$ cat config.mk
export PLATFORM = sky130hd
export DESIGN_NAME = pipeline_ctrl
export DESIGN_NICKNAME = d
export VERILOG_FILES = /design/src/rtl/pipeline_ctrl_pkg.sv /design/src/rtl/pipeline_ctrl_hazard_detect.sv /design/src/rtl/pipeline_ctrl.sv
export SDC_FILE = /design/constraint.sdc
export NUM_CORES = 1
export LEC_CHECK = 0
export CAP_MARGIN = 40
export CORE_UTILIZATION = 30
export DETAILED_ROUTE_END_ITERATION = 10
export SYNTH_ARGS = -nofsm -noshare
export SYNTH_HDL_FRONTEND = slang
export SYNTH_HIERARCHICAL = 1
export SYNTH_SLANG_ARGS = --single-unit
$ cat constraint.sdc
create_clock -name clk -period 3.4 [get_ports clk]
set_input_delay 0.34 -clock clk [delete_from_list [all_inputs] [get_ports clk]]
set_output_delay 0.34 -clock clk [all_outputs]
set_load 0.02 [all_outputs]
$ cat src/rtl/pipeline_ctrl_pkg.sv
// Shared encodings for the pipeline controller: FSM states, stall bit positions,
// forwarding source codes, and the per-operand forwarding selector.
package pipeline_ctrl_pkg;

  localparam logic [0:0] ST_RUN      = 1'b0;
  localparam logic [0:0] ST_MEM_WAIT = 1'b1;

  // Stall vector bit positions; bit 5 is WB and is never held by this controller.
  localparam int STALL_PC  = 0;
  localparam int STALL_IF  = 1;
  localparam int STALL_ID  = 2;
  localparam int STALL_EX  = 3;
  localparam int STALL_MEM = 4;

  localparam logic [5:0] STALL_NONE  = 6'b000000;
  localparam logic [5:0] STALL_FETCH = 6'((1 << STALL_PC) | (1 << STALL_IF));
  localparam logic [5:0] STALL_LOAD  = 6'((1 << STALL_PC) | (1 << STALL_IF) | (1 << STALL_ID));
  localparam logic [5:0] STALL_DMEM  = 6'((1 << STALL_PC) | (1 << STALL_IF) | (1 << STALL_ID)
                                          | (1 << STALL_EX) | (1 << STALL_MEM));

  localparam logic [1:0] FWD_RF  = 2'b00;
  localparam logic [1:0] FWD_EX  = 2'b01;
  localparam logic [1:0] FWD_MEM = 2'b10;

  typedef struct packed {
    logic       en;
    logic [4:0] addr;
  } wb_intent_t;

  // A load in EX has no result yet, so it can only be served from MEM or stall.
  function automatic logic [1:0] fwd_select(
    input logic       rd_en,
    input logic [4:0] rd_addr,
    input wb_intent_t ex_wb,
    input logic       ex_load,
    input wb_intent_t mem_wb
  );
    logic [1:0] sel;
    sel = FWD_RF;
    if (rd_en && rd_addr != 5'd0) begin
      if (ex_wb.en && !ex_load && ex_wb.addr == rd_addr)
        sel = FWD_EX;
      else if (mem_wb.en && mem_wb.addr == rd_addr)
        sel = FWD_MEM;
    end
    return sel;
  endfunction

endpackage

$ cat src/rtl/pipeline_ctrl_hazard_detect.sv
// Combinational operand forwarding and load-use hazard detection for the ID stage.
module hazard_detect
  import pipeline_ctrl_pkg::*;
(
  input  logic       id_read_en_1,
  input  logic       id_read_en_2,
  input  logic [4:0] id_read_addr_1,
  input  logic [4:0] id_read_addr_2,
  input  logic       ex_write_en,
  input  logic       ex_load_flag,
  input  logic [4:0] ex_write_addr,
  input  logic       mem_write_en,
  input  logic [4:0] mem_write_addr,
  output logic [1:0] fwd_sel_1,
  output logic [1:0] fwd_sel_2,
  output logic       load_use
);

  wb_intent_t ex_wb;
  wb_intent_t mem_wb;
  logic       load_hit_1;
  logic       load_hit_2;

  assign ex_wb  = '{en: ex_write_en, addr: ex_write_addr};
  assign mem_wb = '{en: mem_write_en, addr: mem_write_addr};

  assign fwd_sel_1 = fwd_select(id_read_en_1, id_read_addr_1, ex_wb, ex_load_flag, mem_wb);
  assign fwd_sel_2 = fwd_select(id_read_en_2, id_read_addr_2, ex_wb, ex_load_flag, mem_wb);

  assign load_hit_1 = id_read_en_1 && (id_read_addr_1 == ex_write_addr);
  assign load_hit_2 = id_read_en_2 && (id_read_addr_2 == ex_write_addr);
  assign load_use   = ex_write_en && ex_load_flag && (ex_write_addr != 5'd0)
                      && (load_hit_1 || load_hit_2);

endmodule

$ cat src/rtl/pipeline_ctrl.sv
// Pipeline stall/bubble controller with data-memory timeout and stall cycle counter.
//   state       | meaning
//   ST_RUN      | no outstanding data-memory wait; wait counter held at 0
//   ST_MEM_WAIT | data memory stalled; counting toward MEM_TIMEOUT
module pipeline_ctrl
  import pipeline_ctrl_pkg::*;
#(
  parameter int MEM_TIMEOUT = 255
) (
  input  logic        clk,
  input  logic        rst,
  input  logic        id_read_en_1,
  input  logic        id_read_en_2,
  input  logic [4:0]  id_read_addr_1,
  input  logic [4:0]  id_read_addr_2,
  input  logic        ex_write_en,
  input  logic        ex_load_flag,
  input  logic [4:0]  ex_write_addr,
  input  logic        mem_write_en,
  input  logic [4:0]  mem_write_addr,
  input  logic        mem_req,
  input  logic        mem_ready,
  input  logic        rom_req,
  input  logic        rom_ready,
  input  logic        stall_cnt_clr,
  output logic [5:0]  stall,
  output logic        id_bubble,
  output logic        ex_bubble,
  output logic [1:0]  fwd_sel_1,
  output logic [1:0]  fwd_sel_2,
  output logic        bus_error,
  output logic [15:0] stall_count
);

  localparam int CNT_W = ($clog2(MEM_TIMEOUT) > 8) ? $clog2(MEM_TIMEOUT) : 8;
  // Terminal count is one below the timeout: the entry cycle already counts as a wait.
  localparam logic [CNT_W-1:0] TIMEOUT_TC = CNT_W'(MEM_TIMEOUT - 1);

  logic             load_use;
  logic             mem_wait;
  logic             fetch_wait;
  logic [0:0]       state;
  logic [CNT_W-1:0] wait_cnt;

  hazard_detect u_hazard_detect (
    .id_read_en_1   (id_read_en_1),
    .id_read_en_2   (id_read_en_2),
    .id_read_addr_1 (id_read_addr_1),
    .id_read_addr_2 (id_read_addr_2),
    .ex_write_en    (ex_write_en),
    .ex_load_flag   (ex_load_flag),
    .ex_write_addr  (ex_write_addr),
    .mem_write_en   (mem_write_en),
    .mem_write_addr (mem_write_addr),
    .fwd_sel_1      (fwd_sel_1),
    .fwd_sel_2      (fwd_sel_2),
    .load_use       (load_use)
  );

  assign mem_wait   = mem_req && !mem_ready;
  assign fetch_wait = rom_req && !rom_ready;

  always_comb begin
    stall     = STALL_NONE;
    id_bubble = 1'b0;
    ex_bubble = 1'b0;
    if (mem_wait) begin
      stall = STALL_DMEM;
    end else if (load_use) begin
      stall     = STALL_LOAD;
      ex_bubble = 1'b1;
    end else if (fetch_wait) begin
      stall     = STALL_FETCH;
      id_bubble = 1'b1;
    end
  end

  always_ff @(posedge clk) begin
    if (rst) begin
      state     <= ST_RUN;
      wait_cnt  <= '0;
      bus_error <= 1'b0;
    end else if (state == ST_RUN) begin
      wait_cnt  <= '0;
      bus_error <= 1'b0;
      if (mem_wait)
        state <= ST_MEM_WAIT;
    end else begin
      if (!mem_wait) begin
        state     <= ST_RUN;
        wait_cnt  <= '0;
        bus_error <= 1'b0;
      end else if (wait_cnt == TIMEOUT_TC) begin
        wait_cnt  <= '0;
        bus_error <= 1'b1;
      end else begin
        wait_cnt  <= wait_cnt + 1'b1;
        bus_error <= 1'b0;
      end
    end
  end

  always_ff @(posedge clk) begin
    if (rst)
      stall_count <= 16'h0000;
    else if (stall_cnt_clr)
      stall_count <= 16'h0000;
    else if (stall[STALL_PC] && stall_count != 16'hFFFF)
      stall_count <= stall_count + 16'h0001;
  end

endmodule
==> metrics.txt <==
mux share of post-synthesis cell area=0.00596; Max H-tree Level=1; Die Footprint=~5900 um^2; Max FO, Critical Path=6; Syn-to-layout area delta=41.2%; clk sinks=26; Post-Synth XOR/XNOR Area=0.136; Final Routed Wirelength=4.14 mm; Core ar.=5240 um^2; most frequent cell after synthesis=dfxtp_1; Mapped Area=between 1500 and 2000 um^2; total number of vias=1594; area of the multi-input gates=1100 um^2; final hold violation count=0; fin nets=287; Peak VDD IR=approximately 240 uV; Post-CTS Resized=0; RSZ-0062 raised after global routing=no; share of cells above drive strength 1=0.0996; Wirelength per Cell=12.9 um; Simple-Gate Fraction of Synth Area=0.329; share of the synthesized area in the top cell type=0.310; CP Capture Type=output port; Setup TNS=0 ns; largest net degree at the start of global routing=20; EDFF count, synth=0; Max-cap violations=0; Root Buffer=clkbuf_8; Post-CTS Setup Repair Bufs=0; Final GP Congestion=around 0.88; Worst setup SP type=input pin; dominant synthesized flop cell=dfxtp_1; antenna violations before repair=0; CTS Buffer Depth=2; Commonest cells post-synth=26 x dfxtp_1, 16 x xnor2_1, 14 x nor2_1; synthesized-area fraction occupied by adder cells=0.0224; hold buffer count at cts=0; IO Count=61; antenna cells=0; Post-DP HPWL=3.37 mm; DR iter-0 viols=58; Congestion Overflow GR=0; yosys warns=6; TritonCTS clock tree=built; final setup fails=0; WS Path Type=input pin to output port; Req. time, crit path=3.06 ns; final slew viol count=0; clk slew on worst S/H paths=0.09 ns; worst min-delay path class=register to register; vias in the first global route=1386; FP Rows=26; Final min period=between 2 and 3 ns; fraction of registers with async set/reset=0; Tot GR Track Use=0.143; Port Buf Inserts=59; post-route ant nets=0; synth unique cells=48; Max Fclk=335 MHz; final hold slack=0.475 ns; syn nets=around 230; Worst Tran Pin Value=0.821 ns; largest family of logic cells by synthesized area=simple AND/OR/NAND/NOR gates; crit path DAT=2.64 ns; starting density of the core=0.321; static leakage=0.748 nW; TritonRoute pass-1 iters=4; pwr dens=265 nW/um^2; first-pass GRT wire length=6.81 mm; Worst-Skew Late Latency=0.27 ns; total CTS buffers=3; worst slack at placement=0.402 ns; Die X=76.8 um; Synth Register Bits=26; Finished Layout Cells=321; DRC viols=0; Synth Area in Compound Gates=0.159; synth top area cells=dfxtp_1 31%, xnor2_1 8.3%, xor2_1 5.2%; Filler Cell Count=508; Register Area=520 um^2; die height=76.8 um; Final period util=0.877; outcome=finished, final reports clean; leading area contributor after synthesis=dfxtp_1; Rel. slew slack=0.449; Mapped Cells=194; Avg Inst Size Synth=8.66 um^2; Seq/Total Area, Yosys=0.310; clk_skew=roughly 0.0022 ns; Placed Cells incl. Taps=~320; worst setup margin=~0.42 ns; Final Power=roughly 0.63 mW; Vias/cell=around 5
[routing by layer]
layer / vias to the layer above / routed length (um) / GRT usage
met4: 0 / 45 / 0.0404
met1: 723 / 2030 / 0.197
met2: 33 / 1870 / 0.219
met3: 6 / 204 / 0.0333
li1: 832 / - / -
met5: - / 0 / 0
[worst max-delay path: stages]
cell             delay (ns)
clkdlybuf4s50_1        0.47
or4_1                  0.55
o2111a_1               0.37
nand2b_1               0.20
nor2b_1                0.11
clkdlybuf4s50_1        0.60
[registers in the layout, summed over array words and instances (netlist names)]
name,count
bus_error,1
stall_count,16
state,1
wait_cnt,8
[final cells by class]
cell class | instances | area share
multi-input cells | 158 | 0.463
repair buffers | 60 | 0.252
flip-flops and latches | 26 | 0.220
inverters | 3 | 0.00475
clock buffers | 4 | 0.0232
well taps | 70 | 0.0369
[stage by stage]
step           instance area [um^2]  utilization
2_1_floorplan                  1680            -
3_3_place_gp                   2320        0.442
3_5_place_dp                   2320        0.442
4_1_cts                        2370        0.453
5_1_grt                        2370        0.453
6_report                       2370        0.453
[placed cells by master, fill, tap and decap left out, types with 2 or more instances in the layout]
cell type / Yosys / final
a21oi_1: 13 / 13
a21oi_2: 2 / 2
and2_1: 2 / 2
and3_1: 2 / 2
clkbuf_8: 0 / 4
clkdlybuf4s50_1: 0 / 59
dfxtp_1: 26 / 26
ha_1: 3 / 3
inv_1: 2 / 2
nand2_1: 12 / 12
nand2b_1: 2 / 2
nand3_1: 11 / 11
nand3b_1: 2 / 2
nand4_1: 5 / 5
nand4_2: 2 / 2
nor2_1: 14 / 14
nor3_1: 8 / 8
nor4_1: 4 / 4
o21ai_0: 2 / 2
o21ai_1: 3 / 3
o21ai_2: 2 / 2
o31ai_1: 8 / 8
or3_1: 2 / 2
or3_2: 3 / 3
or4_1: 11 / 11
xnor2_1: 16 / 16
xor2_1: 10 / 10
[worst paths after layout]
path         cells past startpoint  slack (ns)             end             start
max                              6        0.42       id_bubble  ex_write_addr[2]
min                              1        0.47     wait_cnt[0]       wait_cnt[0]
min reg2reg                      1        0.47     wait_cnt[0]       wait_cnt[0]
max reg2reg                      5        1.38  stall_count[2]    stall_count[1]
[report_power, final]
group | internal [mW] | switching, mW
Clock | 0.104 | 0.0979
Combinational | 0.0651 | 0.0552
Sequential | 0.306 | 0.00139
Total | 0.474 | 0.154
[kinds of logic (layout without fill, tap and decap cells)]
logic type / after synthesis / after routing
fa+ha+maj: 3 / 3
xor+xnor: 26 / 26
flops: 26 / 26
mux: 1 / 1
other cells: 1 / 1
buf+inv: 10 / 67
simple gates: 90 / 90
compound gates: 37 / 37
No activity file was read; power rests on OpenSTA's default activity.
